`src/rtl/fir_ctrl_pkg.sv`:
```
// rtl/fir_ctrl_pkg.sv - shared state encoding and default geometry for the FIR stream controller
package fir_ctrl_pkg;

  localparam int DATA_W_DEF  = 16;
  localparam int TAPS_DEF    = 3;
  localparam int LAT_DEF     = 1;
  localparam int FRAME_LEN_W = 16;
  // One bit wider than frame_len so a full frame plus its flush tail never wraps.
  localparam int CNT_W       = FRAME_LEN_W + 1;

  typedef enum logic [2:0] {
    S_IDLE  = 3'd0,
    S_RUN   = 3'd1,
    S_FLUSH = 3'd2,
    S_DRAIN = 3'd3,
    S_DONE  = 3'd4
  } state_t;

endpackage

```
`src/rtl/fir_stream_ctrl_if.sv`:
```
// rtl/fir_stream_ctrl_if.sv - control, input stream, FIR-side and output signals of fir_stream_ctrl
interface fir_stream_ctrl_if #(
  parameter int DATA_W = fir_ctrl_pkg::DATA_W_DEF
);
  import fir_ctrl_pkg::*;

  logic                   start;
  logic [FRAME_LEN_W-1:0] frame_len;
  logic                   in_valid;
  logic [DATA_W-1:0]      in_data;
  logic                   in_ready;
  logic                   fir_en;
  logic [DATA_W-1:0]      fir_x;
  logic [DATA_W-1:0]      fir_y;
  logic                   out_valid;
  logic [DATA_W-1:0]      out_data;
  logic                   busy;
  logic                   done;

  modport master (
    output start, frame_len, in_valid, in_data, fir_y,
    input  in_ready, fir_en, fir_x, out_valid, out_data, busy, done
  );

  modport slave (
    input  start, frame_len, in_valid, in_data, fir_y,
    output in_ready, fir_en, fir_x, out_valid, out_data, busy, done
  );

endinterface

```
`src/rtl/fir_valid_pipe.sv`:
```
// rtl/fir_valid_pipe.sv - valid delay line matching the external FIR datapath latency
module fir_valid_pipe
  import fir_ctrl_pkg::*;
#(
  parameter int LAT = LAT_DEF
) (
  input  logic clk,
  input  logic rstN,
  input  logic i_en,
  output logic o_valid
);

  logic [LAT-1:0] r_pipe;

  always_ff @(posedge clk or negedge rstN) begin
    if (!rstN) begin
      r_pipe <= '0;
    end else begin
      r_pipe[0] <= i_en;
      for (int i = 1; i < LAT; i++) begin
        r_pipe[i] <= r_pipe[i-1];
      end
    end
  end

  assign o_valid = r_pipe[LAT-1];

endmodule

```
`src/rtl/fir_stream_ctrl.sv`:
```
// rtl/fir_stream_ctrl.sv - frame sequencer feeding an external FIR: run, zero-flush, drain, done
module fir_stream_ctrl
  import fir_ctrl_pkg::*;
#(
  parameter int DATA_W = DATA_W_DEF,
  parameter int TAPS   = TAPS_DEF,
  parameter int LAT    = LAT_DEF
) (
  input logic              clk,
  input logic              rstN,
  fir_stream_ctrl_if.slave bus
);

  localparam logic [CNT_W-1:0] FLUSH_LEN = CNT_W'(TAPS - 1);
  localparam logic [CNT_W-1:0] CNT_ONE   = CNT_W'(1);

  state_t             r_state;
  state_t             w_state_nxt;
  logic [CNT_W-1:0]   r_len;
  logic [CNT_W-1:0]   r_in_cnt;
  logic [CNT_W-1:0]   r_out_cnt;
  logic [CNT_W-1:0]   r_flush_cnt;
  logic               r_out_valid;
  logic [DATA_W-1:0]  r_out_data;

  logic               w_pipe_valid;
  logic               w_in_ready;
  logic               w_fir_en;
  logic [DATA_W-1:0]  w_fir_x;
  logic               w_hs;
  logic [CNT_W-1:0]   w_in_cnt_inc;
  logic [CNT_W-1:0]   w_total;
  logic [CNT_W-1:0]   w_out_seen;

  assign w_hs         = bus.in_valid && (r_state == S_RUN);
  assign w_in_cnt_inc = r_in_cnt + CNT_ONE;
  assign w_total      = r_len + FLUSH_LEN;
  // Counting the output visible this cycle lets done follow the last output by one clock.
  assign w_out_seen   = r_out_cnt + CNT_W'(r_out_valid);

  always_comb begin
    w_state_nxt = r_state;
    w_in_ready  = 1'b0;
    w_fir_en    = 1'b0;
    w_fir_x     = '0;
    unique case (r_state)
      S_IDLE: begin
        if (bus.start) begin
          w_state_nxt = (bus.frame_len == '0) ? S_DONE : S_RUN;
        end
      end
      S_RUN: begin
        w_in_ready = 1'b1;
        if (bus.in_valid) begin
          w_fir_en = 1'b1;
          w_fir_x  = bus.in_data;
          if (w_in_cnt_inc == r_len) begin
            w_state_nxt = (TAPS > 1) ? S_FLUSH : S_DRAIN;
          end
        end
      end
      S_FLUSH: begin
        w_fir_en = 1'b1;
        if (r_flush_cnt == FLUSH_LEN - CNT_ONE) begin
          w_state_nxt = S_DRAIN;
        end
      end
      S_DRAIN: begin
        if (w_out_seen == w_total) begin
          w_state_nxt = S_DONE;
        end
      end
      S_DONE: begin
        w_state_nxt = S_IDLE;
      end
      default: begin
        w_state_nxt = S_IDLE;
      end
    endcase
  end

  always_ff @(posedge clk or negedge rstN) begin
    if (!rstN) begin
      r_state     <= S_IDLE;
      r_len       <= '0;
      r_in_cnt    <= '0;
      r_out_cnt   <= '0;
      r_flush_cnt <= '0;
      r_out_valid <= 1'b0;
      r_out_data  <= '0;
    end else begin
      r_state     <= w_state_nxt;
      r_out_valid <= w_pipe_valid;
      if (w_pipe_valid) begin
        r_out_data <= bus.fir_y;
      end
      case (r_state)
        S_IDLE: begin
          if (bus.start) begin
            r_len       <= {1'b0, bus.frame_len};
            r_in_cnt    <= '0;
            r_out_cnt   <= '0;
            r_flush_cnt <= '0;
          end
        end
        S_RUN: begin
          if (w_hs) begin
            r_in_cnt <= w_in_cnt_inc;
          end
        end
        S_FLUSH: begin
          r_flush_cnt <= r_flush_cnt + CNT_ONE;
        end
        default: begin
        end
      endcase
      if (r_state != S_IDLE && r_out_valid) begin
        r_out_cnt <= r_out_cnt + CNT_ONE;
      end
    end
  end

  fir_valid_pipe #(
    .LAT (LAT)
  ) u_valid_pipe (
    .clk     (clk),
    .rstN    (rstN),
    .i_en    (w_fir_en),
    .o_valid (w_pipe_valid)
  );

  assign bus.in_ready  = w_in_ready;
  assign bus.fir_en    = w_fir_en;
  assign bus.fir_x     = w_fir_x;
  assign bus.out_valid = r_out_valid;
  assign bus.out_data  = r_out_data;
  assign bus.busy      = (r_state != S_IDLE);
  assign bus.done      = (r_state == S_DONE);

endmodule

```
`src/flat_wrapper.sv`:
```
// flat-port wrapper written by rule: the top's interface ports become plain ports
module fir_stream_ctrl_flat import fir_ctrl_pkg::*;
#(
  parameter int DATA_W = DATA_W_DEF,
  parameter int TAPS   = TAPS_DEF,
  parameter int LAT    = LAT_DEF
)
  (clk, rstN, bus_start, bus_frame_len, bus_in_valid, bus_in_data, bus_fir_y, bus_in_ready, bus_fir_en, bus_fir_x, bus_out_valid, bus_out_data, bus_busy, bus_done);
  fir_stream_ctrl_if #(.DATA_W(DATA_W)) bus_i ();
  input logic clk;
  input logic rstN;
  input wire logic [$bits(bus_i.start)-1:0] bus_start;
  input wire logic [$bits(bus_i.frame_len)-1:0] bus_frame_len;
  input wire logic [$bits(bus_i.in_valid)-1:0] bus_in_valid;
  input wire logic [$bits(bus_i.in_data)-1:0] bus_in_data;
  input wire logic [$bits(bus_i.fir_y)-1:0] bus_fir_y;
  output wire logic [$bits(bus_i.in_ready)-1:0] bus_in_ready;
  output wire logic [$bits(bus_i.fir_en)-1:0] bus_fir_en;
  output wire logic [$bits(bus_i.fir_x)-1:0] bus_fir_x;
  output wire logic [$bits(bus_i.out_valid)-1:0] bus_out_valid;
  output wire logic [$bits(bus_i.out_data)-1:0] bus_out_data;
  output wire logic [$bits(bus_i.busy)-1:0] bus_busy;
  output wire logic [$bits(bus_i.done)-1:0] bus_done;
  assign bus_i.start = bus_start;
  assign bus_i.frame_len = bus_frame_len;
  assign bus_i.in_valid = bus_in_valid;
  assign bus_i.in_data = bus_in_data;
  assign bus_i.fir_y = bus_fir_y;
  assign bus_in_ready = bus_i.in_ready;
  assign bus_fir_en = bus_i.fir_en;
  assign bus_fir_x = bus_i.fir_x;
  assign bus_out_valid = bus_i.out_valid;
  assign bus_out_data = bus_i.out_data;
  assign bus_busy = bus_i.busy;
  assign bus_done = bus_i.done;
  fir_stream_ctrl #(.DATA_W(DATA_W), .TAPS(TAPS), .LAT(LAT)) u_core (.clk(clk), .rstN(rstN), .bus(bus_i));
endmodule
```
`config.mk`:
```
export PLATFORM = sky130hd
export DESIGN_NAME = fir_stream_ctrl_flat
export DESIGN_NICKNAME = d
export VERILOG_FILES = /design/src/rtl/fir_ctrl_pkg.sv /design/src/rtl/fir_stream_ctrl_if.sv /design/src/rtl/fir_valid_pipe.sv /design/src/rtl/fir_stream_ctrl.sv /design/src/flat_wrapper.sv
export SDC_FILE = /design/constraint.sdc
export NUM_CORES = 1
export LEC_CHECK = 0
export BUFFER_PORTS_ARGS = -buffer_cell sky130_fd_sc_hd__buf_2
export CORE_ASPECT_RATIO = 0.8
export CORE_UTILIZATION = 35
export CTS_BUF_LIST = sky130_fd_sc_hd__clkbuf_16
export DETAILED_ROUTE_END_ITERATION = 6
export PLACE_DENSITY = 0.6
export SYNTH_ARGS = -nofsm -noshare
export SYNTH_HDL_FRONTEND = slang
export SYNTH_HIERARCHICAL = 1
export SYNTH_SLANG_ARGS = --single-unit
```
`constraint.sdc`:
```
create_clock -name clk -period 5.6 [get_ports clk]
set_clock_uncertainty 0.1 [all_clocks]
set_input_delay 0.84 -clock clk [delete_from_list [all_inputs] [get_ports clk]]
set_output_delay 0.84 -clock clk [all_outputs]
set_load 0.005 [all_outputs]
```
## Word-level counts from Yosys, hierarchy flattened

Cells that the tools add are included.

| storage, ports and cells | value |
|---|---|
| logic and storage cells | 58 |
| output and inout port bits | 37 |
| input port bits | 52 |
| flip-flop bits (word level) | 88 |

| operators by class | value |
|---|---|
| multiplexer cells | 18 |
| reduce and logical (&&, ||, !) cells | 14 |
| $add $sub $neg | 5 |
| eq/ne operators | 13 |

Operators with widths:

| cell | number |
|---|---|
| two-way mux 17 bit | 4 |
| one-hot mux 17 bit (2 select lines) | 2 |
| adder 17 x 1 -> 17 bit, second input constant | 3 |
| two-way mux 16 bit | 2 |
| two-way mux 3 bit | 6 |
| adder 16 x 2 -> 17 bit, second input constant | 1 |
| adder 17 x 1 -> 17 bit | 1 |
| == test 17 x 1 -> 1 bit, second input constant | 1 |
| == test 17 x 16 -> 1 bit | 1 |
| == test 17 bit | 1 |
| logical NOT 16 bit | 1 |
| one-hot mux 3 bit (4 select lines) | 1 |
| nonzero test 2 bit | 4 |
| == test 3 x 2 -> 1 bit, second input constant | 2 |
| != test 2 x 1 -> 1 bit, second input constant | 3 |
| != test 2 bit, second input constant | 3 |
| AND reduction 2 bit | 3 |
| AND reduction 5 bit | 1 |
| == test 3 x 1 -> 1 bit, second input constant | 1 |
| == test 3 bit, second input constant | 1 |
| logical NOT 3 bit | 1 |
| AND reduction 3 bit | 1 |
| nonzero test 3 bit | 1 |
| logical AND 1 bit | 2 |
| other kinds (2) | 3 |

## Logic depth before layout (Yosys ltp)

Gate-level depths: netlist (run 1).

| logic depth | value |
|---|---|
| word-level depth | 5 |
| depth in mapped cells | 10 |
| mapped depth without buffers | 10 |

## Modules after synthesis

The synthesis (run 1) kept the hierarchy.

By module, submodules not included:

| module | cells an instance | instances | seq. area each (µm²) | area each (µm²) |
|---|---|---|---|---|
| fir_stream_ctrl | 623 | 1 | 2177.1 | 5441.5 |
| fir_valid_pipe | 1 | 1 | 25.0 | 25.0 |

## Least setup slack after synthesis (run 1)

OpenSTA, ideal clock, no wires.

| timing | value |
|---|---|
| path kind | reg-to-reg |
| from | reg u_core.r_out_valid (netlist: u_core/bus.out_valid) |
| to | reg u_core.r_state[0] |
| data arrival time | 2.396 ns |
| stages on the path, launching flop included | 11 |
| period minus slack after synthesis | 2.622 ns |
| slack | 2.978 ns |
| path buffers | 0 |
| library setup time | 0.126 ns |
| data required time | 5.374 ns |
| cells stage by stage | dfrtp_1 > ha_1 > ha_1 > nand4_4 > nor4_4 > xnor2_1 > and3_1 > a31oi_1 > a2111oi_2 > a21oi_1 > a221o_1 |

| between the ends | value |
|---|---|
| word-level cells in the longest chain between the ends | 4 |

RTL lines:

| what | RTL line | text |
|---|---|---|
| start, declared | fir_stream_ctrl.sv:23 | `logic r_out_valid;` |
| start signal, assigned | fir_stream_ctrl.sv:93 | `r_out_valid <= w_pipe_valid;` |
| adder 17 x 1 -> 17 bit | fir_stream_ctrl.sv:39 | `assign w_out_seen = r_out_cnt + CNT_W'(r_out_valid);` |
| == test 17 bit | fir_stream_ctrl.sv:69 | `if (w_out_seen == w_total) begin` |
| != test 2 x 1 -> 1 bit (no line) | n/a |  |
| AND reduction 5 bit (no line) | n/a |  |
| end signal, assigned | fir_stream_ctrl.sv:92 | `r_state <= w_state_nxt;` |
| end, declared | fir_stream_ctrl.sv:17 | `state_t r_state;` |

No other way between the ends.
A chain may end at the register's enable or synchronous reset.

## Final worst setup path (run 1)

| timing | value |
|---|---|
| from | reg u_core.r_state[0] |
| to | out bus_fir_en |

| between the ends | value |
|---|---|
| word-level cells in the longest chain between the ends | 2 |
| elaborated cells between the ends (all ways) | 3 |
| those cells by class | 2 x eq/ne; 1 x mux |

RTL lines:

| what | RTL line | text |
|---|---|---|
| == test 3 x 2 -> 1 bit / == test 3 x 1 -> 1 bit (equally long branches) | fir_stream_ctrl.sv:46 | `unique case (r_state)` |
| one-hot mux 1 bit (2 select lines) * | fir_stream_ctrl.sv:46 |  |
| end, declared | flat_wrapper.sv:18 | `output wire logic [$bits(bus_i.fir_en)-1:0] bus_fir_en;` |

Mark *: on every way between the ends. The rest lies on a longest branch, timed or not.

==> results of run 1 <==
-- final cells by class --
type / instances / area [sq um]
clock buffer: 9 / 225
fill: 1558 / 8780
multi-input combinational: 491 / 3060
clock inverter: 7 / 81.3
sequential: 88 / 2200
tap: 210 / 263
timing repair buffer: 91 / 465
inverter: 10 / 37.5
-- worst register-to-register path, stage by stage, from the launching register on --
cell and delay, ns:
dfrtp_1 0.41, ha_1 0.21, ha_1 0.26, nand4_4 0.15
nor4_4 0.26, xnor2_1 0.23, and3_1 0.22, a31oi_1 0.05
a2111oi_2 0.52, a21oi_1 0.17, a221o_1 0.31
-- routing by layer --
metal	wire, microns	vias to the layer above	GRT usage
met5	0	-	0
met4	133	0	0.0394
met3	853	16	0.0386
met2	6170	145	0.278
met1	7020	2355	0.269
li1	-	2361	-
-- registers in the layout, indices dropped and copies added, names as in the netlist --
name / cells
u_core/r_in_cnt: 17
u_core/r_out_cnt: 17
u_core/r_flush_cnt: 17
u_core/r_len: 16
u_core/bus.out_data: 16
u_core/bus.out_valid: 1
u_core/u_valid_pipe/o_valid: 1
u_core/r_state: 3
-- logic make-up after synthesis --
| kind of cell | Yosys count | synth area share |
|---|---|---|
| buffers and inverters | 45 | 0.0389 |
| AOI/OAI and AO/OA | 114 | 0.126 |
| xor gates and xnor gates | 55 | 0.0881 |
| and+or+nand+nor | 291 | 0.280 |
| DFF | 88 | 0.403 |
| adders and majority gates | 7 | 0.0160 |
| muxes | 24 | 0.0483 |
-- per-stage QoR --
| step | instance area, sq um | hold WS [ns] | cells | utilization | total power [W] |
|---|---|---|---|---|---|
| final | 6330 | 0.352 | 906 | 0.419 | 0.00261 |
| after detailed placement | 6020 | 0.386 | 890 | 0.399 | 0.00198 |
| after global placement | 6020 | 0.385 | 890 | 0.399 | 0.00196 |
| after floorplan | 5470 | 0.252 | 624 | - | 0.00170 |
| after CTS | 6330 | 0.360 | 906 | 0.419 | 0.00262 |
| after global routing | 6330 | 0.378 | 906 | 0.419 | 0.00279 |
-- power by group --
group	switching, W	internal [W]
clock	0.000302	0.000319
sequential	0.000267	0.000793
combinational	0.000479	0.000444
total	0.00105	0.00156
-- worst max-delay path by stage --
stage	startpoint	end
final	u_core/r_state[0]	bus_fir_en
after global routing	u_core/r_state[0]	bus_fir_en
after CTS	u_core/r_state[0]	bus_fir_en
after detailed placement	u_core/r_state[0]	bus_fir_en
after global placement	u_core/r_state[0]	bus_fir_en
after floorplan	u_core/bus.out_valid	u_core/r_state[0]
-- cells in the final DEF (no fill, tap or decap), types with 3 or more instances in the layout --
cell type | netlist | final
and3_1 | 30 | 30
nor2_1 | 40 | 40
a21o_1 | 3 | 3
dfrtp_1 | 88 | 88
nor3_1 | 14 | 14
or3_1 | 3 | 3
nand2_1 | 92 | 92
xnor2_1 | 40 | 40
ha_1 | 7 | 7
buf_4 | 4 | 4
clkbuf_16 | 0 | 9
a21oi_1 | 10 | 10
nand4_1 | 17 | 17
or4_1 | 3 | 3
nand2_2 | 3 | 3
mux2i_1 | 5 | 5
nor3b_1 | 5 | 4
nand3b_1 | 3 | 3
and2_1 | 4 | 4
a31oi_1 | 8 | 8
xor2_1 | 15 | 15
o31ai_1 | 8 | 8
nand3_1 | 43 | 43
mux2_2 | 18 | 18
nand2b_1 | 3 | 3
inv_1 | 10 | 10
buf_2 | 4 | 87
nor4_1 | 11 | 11
o21ai_0 | 67 | 67
==> flow_metrics.tcl, run 1 <==
set metrics [dict create \
    r2r_cells 10 \
    antenna_found_initial 0 \
    grt_pass1_wl_microns 23400 \
    path_buf_inv 1 \
    drt_wl_total_microns 14200 \
    pre_cts_ws_ns 2.21 \
    place_hpwl_microns 10400 \
    fmax_mhz 263 \
    grt_pass1_vias 4597 \
    fin_ws_ns 1.79 \
    path_cells "nor3b_2, nand2_1, nand2_1, buf_2" \
    cts_setup_buffers 0 \
    via_per_inst 5.38 \
    io_buffer_count 88 \
    max_stage_delay_ns 0.81 \
    cp_max_fo 26 \
    timing.rr.start "u_core/r_out_cnt[0]" \
    clock-root-buffer "clkbuf_16" \
    peakVddDrop_mv 0.201 \
    track_usage 0.184 \
    synth_common_cells "nand2_1 (92), dfrtp_1 (88), o21ai_0 (67)" \
    syn_inst 624 \
    cts_resized 0 \
    clk_pin_slew_worst_paths_ns 0.08 \
    ys.flop_type "dfrtp_1" \
    synth-edff-count 0 \
    drive_above_1_share 0.210 \
    ys_top_cells_by_area "dfrtp_1 (40%), xnor2_1 (6.4%), nand2_1 (6.3%), o21ai_0 (6.1%), nand3_1 (3.9%)" \
    power.density_mw_per_mm2 412 \
    status "completed" \
    maxCapViolCount 0 \
    regToRegSetupSlack_ns 2.58 \
    place.gp.congestion 0.916 \
    r2r_end "u_core/r_state[0]" \
    grt_max_degree 57 \
    drt_first_pass_iters 5 \
    synth_top_cell_area_share 0.403 \
    cpMostUsedCell "nand2_1" \
    area_growth_pct 15.8 \
    slew_headroom 0.246 \
    core_sq_mm 0.0151 \
    cts_hold_buf 0 \
    required_ns 4.66 \
    finalSetupTns_ns 0 \
    rows 40 \
    rsz0062_at_grt "no" \
    cp_top_family "simple AND/OR/NAND/NOR gates" \
    clk-insertion-delay-late_ns 0.35 \
    slowest_stage "nor3b_2" \
    seq_area_frac_synth 0.403 \
    dieArea_sq_mm 0.0161 \
    ant_nets 0 \
    synth.avg_cell_area_sq_um 8.76 \
    hold_path_class "input port to asynchronous set/reset pin" \
    vias 4877 \
    num_antenna_cells 0 \
    clkSinkCount 88 \
    ys_seq_elements 88 \
    die_y_microns 114 \
    worst-setup-path-type "flip-flop to output port" \
    crit_path_start_kind "flip-flop" \
    fin_crit_sh 0.680 \
    wire_per_inst_microns 15.6 \
    tightest_slew_ns 1.13 \
    synth.net_count 683 \
    layout.nets 750 \
    netlist_area_sq_mm 0.00547 \
    async_flop_share 1.00 \
    crit_arrival_ns 2.87 \
    overflow 0 \
    synth_cell_types 60 \
    cp.depth 4 \
    yosysMostFrequentCell "nand2_1" \
    critPathCaptureType "output port" \
    die_w_microns 142 \
    initial_utilization 0.362 \
    drt_iter0_markers 339 \
    p_leak_nw 2.75 \
    drv_slew 0 \
    ctsHtreeMaxLevel 3 \
    numCtsBuffers 9 \
    cts_tree "yes" \
    synth_warnings 6 \
    period_needed_ns 3.81 \
    yosysTopAreaCell "dfrtp_1" \
    ios 89 \
    cts_buffer_depth 2 \
    hold_viol_final 0 \
    setup-violations-final 0 \
    drc_errors 0 \
]
No activity file was read; power rests on OpenSTA's default activity.
==> inputs of run 2 (changes only) <==
Settings changed: PLACE_DENSITY 0.6 to 0.62.
Clock period 5.6 ns to 3.4 ns, I/O delays scaled along.
==> flow_metrics.tcl, run 2 (synthesis gave the netlist of run 1 again) <==
set metrics [dict create \
    p_leak_nw 2.75 \
    core_sq_mm 0.0151 \
    grt_max_degree 56 \
    dieArea_sq_mm 0.0161 \
    power.density_mw_per_mm2 666 \
    grt_pass1_wl_microns 23200 \
    drt_iter0_markers 377 \
    path_buf_inv 0 \
    cp.depth 10 \
    most-common-layout-cells "nand2_1 (92), dfrtp_1 (88), buf_2 (87)" \
    tightest_slew_ns 1.28 \
    cpMostUsedCell "ha_1" \
    via_per_inst 5.44 \
    cts_setup_buffers 0 \
    cts_hold_buf 0 \
    path_cells "ha_1, ha_1, nand4_4, nor4_4, xnor2_1, and3_1, a31oi_1, a2111oi_2, a21oi_1, a221o_1" \
    track_usage 0.183 \
    fin_crit_sh 0.895 \
    overflow 0 \
    drc_errors 0 \
    layout.nets 754 \
    initial_utilization 0.362 \
    pre_cts_ws_ns 0.409 \
    cts_tree "yes" \
    drt_wl_total_microns 14200 \
    ctsHtreeMaxLevel 3 \
    drv_slew 0 \
    place.gp.congestion 0.936 \
    r2r_cells 10 \
    setup-violations-final 0 \
    wire_per_inst_microns 15.6 \
    peakVddDrop_mv 0.305 \
    rsz0062_at_grt "no" \
    crit_path_start_kind "flip-flop" \
    maxCapViolCount 0 \
    regArea_sq_mm 0.00220 \
    multi_input_area_sq_mm 0.00305 \
    period_needed_ns 3.04 \
    finalSetupTns_ns 0 \
    numCtsBuffers 9 \
    critPathCaptureType "flip-flop" \
    n_fill_cell 1513 \
    cp-endpoint "u_core/r_state[0]" \
    drive_above_1_share 0.211 \
    clk_pin_slew_worst_paths_ns 0.07 \
    cts_resized 0 \
    cts_buffer_depth 2 \
    io_buffer_count 88 \
    utilization 0.419 \
    area_growth_pct 15.9 \
    antenna_found_initial 0 \
    rows 40 \
    regToRegSetupSlack_ns 0.36 \
    die_w_microns 142 \
    max_stage_delay_ns 0.53 \
    slowest_stage "a2111oi_2" \
    clkSinkCount 88 \
    worst-setup-path-type "flip-flop to flip-flop" \
    vias 4952 \
    required_ns 3.53 \
    timing.rr.start "u_core/r_out_cnt[0]" \
    r2r_end "u_core/r_state[0]" \
    grt_pass1_vias 4694 \
    fmax_mhz 329 \
    cp_max_fo 5 \
    status "completed" \
    clk-insertion-delay-late_ns 0.35 \
    mostFrequentLayoutCell "nand2_1" \
    slew_headroom 0.141 \
    hold_viol_final 0 \
    fin_ws_ns 0.357 \
    cp_top_family "compound AO/OA/AOI/OAI gates" \
    clock-root-buffer "clkbuf_16" \
    ios 89 \
    drt_first_pass_iters 5 \
    die_y_microns 114 \
    hold_path_class "input port to asynchronous set/reset pin" \
    crit_arrival_ns 3.18 \
    startpoint "u_core/r_out_cnt[0]" \
    ant_nets 0 \
    place_hpwl_microns 10600 \
    largestRegisters "u_core/r_flush_cnt (17), u_core/r_in_cnt (17), u_core/r_out_cnt (17)" \
]
## run 2: changes by cell type in the layout (fill, tap and decap cells not counted), sizes merged
cell      previous run  this run
diode                0         1
clkinv               3         1
clkinvlp             0         2
buf                 91        95
## run 2: cell type report
| class | count | area share |
|---|---|---|
| multi-input cells | 491 | 0.482 |
| flip-flops and latches | 88 | 0.348 |
| repair buffers | 95 | 0.0782 |
| well taps | 210 | 0.0415 |
| clock buffers | 9 | 0.0356 |
| clock inverters | 7 | 0.00889 |
| inverters | 10 | 0.00593 |
| diodes | 1 | 0.000395 |
## run 2: through the flow
stage                     power [W]  instances  hold WS (ns)  area, sq um
after CTS                   0.00425        910         0.132         6330
after detailed placement    0.00327        894         0.386         6050
after global placement      0.00322        894         0.386         6050
after floorplan             0.00280        624         0.114         5470
after global routing        0.00452        910         0.172         6330
final                       0.00422        911         0.113         6330
## run 2: metal layers
layer | up-vias | share of wire | GRT usage
met4 | 0 | 0.011 | 0.0516
li1 | 2370 | - | -
met2 | 182 | 0.45 | 0.284
met1 | 2387 | 0.48 | 0.258
met5 | - | 0 | 0
met3 | 13 | 0.067 | 0.0403
## run 2: report_power, final
part / internal, W / switching [W]
clock network: 0.000504 / 0.000447
registers: 0.00131 / 0.000440
logic: 0.000740 / 0.000780
total: 0.00255 / 0.00167
## run 2: how the worst min path moves through the flow
stage                                      start                     end  slack (ns)  depth (start not counted)
after floorplan                             rstN  u_core/bus.out_data[0]        0.11                          0
after global placement    u_core/bus.out_data[9]  u_core/bus.out_data[9]        0.39                          1
after detailed placement  u_core/r_flush_cnt[16]  u_core/r_flush_cnt[16]        0.39                          1
after CTS                                   rstN  u_core/bus.out_data[3]        0.13                          1
after global routing                        rstN   u_core/r_flush_cnt[4]        0.17                          1
final                                       rstN   u_core/r_flush_cnt[4]        0.11                          1
## run 2: worst register-to-register path, stage by stage (launching register included)
cell       delay (ns)
dfrtp_1          0.41
ha_1             0.21
ha_1             0.26
nand4_4          0.16
nor4_4           0.28
xnor2_1          0.25
and3_1           0.22
a31oi_1          0.05
a2111oi_2        0.53
a21oi_1          0.16
a221o_1          0.31
==> inputs of run 3 (changes only) <==
--- a/config.mk
+++ b/config.mk
@@ -6,4 +6,5 @@
 export NUM_CORES = 1
 export LEC_CHECK = 0
+export ABC_AREA = 1
 export BUFFER_PORTS_ARGS = -buffer_cell sky130_fd_sc_hd__buf_2
 export CORE_ASPECT_RATIO = 0.8
@@ -16,2 +17,3 @@
 export SYNTH_HIERARCHICAL = 1
 export SYNTH_SLANG_ARGS = --single-unit
+export TNS_END_PERCENT = 20
==> constraint.sdc (replaced) <==
create_clock -name clk -period 3.4 [get_ports clk]
set_clock_uncertainty 0.1 [all_clocks]
set_input_delay 0.51 -clock clk [delete_from_list [all_inputs] [get_ports clk]]
set_output_delay 0.51 -clock clk [all_outputs]
set_load 0.02 [all_outputs]
==> flow_metrics.tcl, run 3 <==
set metrics [dict create \
    synth_cell_types 43 \
    min_from "bus_fir_y[2]" \
    crit_arrival_ns 2.64 \
    die_y_microns 116 \
    drv_slew 0 \
    cts_resized 0 \
    async_flop_share 1.00 \
    synth_warnings 6 \
    maxCapViolCount 0 \
    cts_tree "yes" \
    io_buffer_count 88 \
    n_fill_cell 1605 \
    cp_max_fo 6 \
    die_w_microns 145 \
    dieArea_sq_mm 0.0168 \
    numCtsBuffers 9 \
    drt_iter0_markers 446 \
    netlist_area_sq_mm 0.00569 \
    hold_viol_final 0 \
    track_usage 0.194 \
    pwr-share-seq 0.356 \
    timing.rr.start "u_core/r_in_cnt[0]" \
    antenna_found_initial 0 \
    area_growth_pct 18.5 \
    cts_setup_buffers 0 \
    synthAdderAreaFrac 0.0154 \
    rsz0062_at_grt "no" \
    pwr-share-comb 0.397 \
    ant_nets 0 \
    ys_top_cells_by_area "dfrtp_1 (39%), nand2_1 (16%), inv_1 (7.4%), nor2_1 (5.3%), nand3_1 (4.8%)" \
    internal-power_w 0.00272 \
    synth_top_family_by_area "simple AND/OR/NAND/NOR gates" \
    status "completed" \
    grt_max_degree 76 \
    drive_above_1_share 0.159 \
    grtUsageMet2 0.276 \
    setup-violations-final 0 \
    holdWs_ns 0.289 \
    clock-root-buffer "clkbuf_16" \
    core_sq_mm 0.0159 \
    power.density_mw_per_mm2 699 \
    via_per_inst 4.87 \
    synth_common_cells "nand2_1 (250), inv_1 (112), dfrtp_1 (88)" \
    cts_hold_buf 1 \
    ios 89 \
    p_switching_w 0.00199 \
    required_ns 3.54 \
    fmax_mhz 400 \
    grtUsageMet3 0.0421 \
    clk_pin_slew_worst_paths_ns 0.07 \
    vias 5459 \
    slew_headroom 0.510 \
    place_hpwl_microns 11500 \
    yosysMostFrequentCell "nand2_1" \
    synth-simple-area-share 0.346 \
    synth.net_count 869 \
    num_antenna_cells 0 \
    ctsHtreeMaxLevel 3 \
    totalPowerFinal_w 0.00471 \
    ys_seq_elements 88 \
    pre_cts_ws_ns 0.950 \
    wire_per_inst_microns 13.7 \
    drt_wl_total_microns 15300 \
    overflow 0 \
    peakVddDrop_mv 0.451 \
    cts_buffer_depth 2 \
    swShare 0.423 \
    startpoint "u_core/r_in_cnt[0]" \
    crit_path_start_kind "flip-flop" \
    synth-compound-area-share 0.0978 \
    period_needed_ns 2.50 \
    layout.nets 960 \
    seq_area_frac_synth 0.387 \
    largestRegisters "u_core/r_flush_cnt (17), u_core/r_in_cnt (17), u_core/r_out_cnt (17)" \
    hold_path_class "input port to flip-flop" \
    drc_errors 0 \
    initial_utilization 0.359 \
    grt-busiest-layer "met1" \
    drt_first_pass_iters 5 \
    worst-setup-path-type "flip-flop to flip-flop" \
    p_leak_nw 3.34 \
    grt_util_met1 0.294 \
    synth_top_cell_area_share 0.387 \
    synth.avg_cell_area_sq_um 7.03 \
    tightest_slew_ns 0.735 \
    grt_pass1_wl_microns 24700 \
    clk-insertion-delay-late_ns 0.35 \
    fin_crit_sh 0.735 \
    yosysTopAreaCell "dfrtp_1" \
    mostFrequentLayoutCell "nand2_1" \
    synth-xor-area-share 0.0336 \
    most-common-layout-cells "nand2_1 (250), inv_1 (112), dfrtp_1 (88)" \
    critPathCaptureType "flip-flop" \
    synth-edff-count 0 \
    place.gp.congestion 0.866 \
    syn_inst 810 \
    grt_pass1_vias 4815 \
    clkSinkCount 88 \
    ys.flop_type "dfrtp_1" \
    finalSetupTns_ns 0 \
    synth_mux_area_frac 0.0352 \
    rows 41 \
    power_frac_clock 0.246 \
    fin_ws_ns 0.902 \
]
## run 3: cell count changes in the layout (fill, tap and decap cells not counted), moves of 12 or more
| cell | before | now |
|---|---|---|
| o21ai_0 | 67 | 43 |
| o22ai_1 | 1 | 18 |
| xnor2_1 | 40 | 7 |
| nand3_1 | 43 | 55 |
| inv_1 | 11 | 112 |
| nand2_1 | 92 | 250 |
| nor2_1 | 40 | 80 |
| and3_1 | 30 | 1 |
## run 3: layout make-up
class                   instances  area (sq um)  share of cell area
clock inverters                 6           115              0.0171
flip-flops and latches         88          2200               0.327
well taps                     215           269              0.0399
inverters                     115           432              0.0640
repair buffers                 93           495              0.0735
multi-input cells             594          3000               0.446
clock buffers                   9           225              0.0334
## run 3: cell families after synthesis
kind of cell	after synthesis
AO/OA/AOI/OAI	97
XOR/XNOR	21
adder cells (fa/ha/maj)	7
buffers and inverters	128
flip-flops	88
multiplexers	18
AND/OR/NAND/NOR	451
## run 3: metrics by stage
step	util	instance area, sq um	instances
floorplan	-	5690	810
global placement	0.403	6390	1104
detailed placement	0.403	6390	1104
CTS	0.425	6740	1120
global route	0.425	6740	1120
finish	0.425	6740	1120
## run 3: worst paths after layout
path / cells after the start / slack, ns / to
worst max register to register: 12 / 0.90 / u_core/r_state[0]
worst max-delay path: 12 / 0.90 / u_core/r_state[0]
max in group asynchronous: 3 / 2.05 / u_core/r_flush_cnt[5]
worst min-delay path: 2 / 0.29 / u_core/bus.out_data[2]
worst min register to register: 1 / 0.40 / u_core/r_flush_cnt[14]
min in group asynchronous: 2 / 0.48 / u_core/r_out_cnt[12]
## run 3: layer usage
| metal | vias up | wire (microns) |
|---|---|---|
| met5 | - | 0 |
| met4 | 0 | 169 |
| met3 | 15 | 903 |
| met2 | 162 | 6340 |
| met1 | 2480 | 7920 |
| li1 | 2802 | - |
## run 3: power by group through the flow
stage / logic, W / clock network [W] / registers (W)
floorplan: 0.00126 / 0 / 0.00166
global placement: 0.00185 / 0 / 0.00168
detailed placement: 0.00187 / 0 / 0.00168
CTS: 0.00187 / 0.00118 / 0.00167
global route: 0.00210 / 0.00122 / 0.00172
finish: 0.00187 / 0.00116 / 0.00168
## run 3: critical path, cell delays in order, from the launching register on
cell     delay (ns)
dfrtp_1        0.43
ha_1           0.19
nand2_1        0.12
nor2_1         0.34
nand2_1        0.12
xor2_1         0.36
o21ai_0        0.13
nor2_1         0.12
nand3_1        0.09
nand2_1        0.14
nand3_2        0.11
nand2_1        0.07
nand2_1        0.06
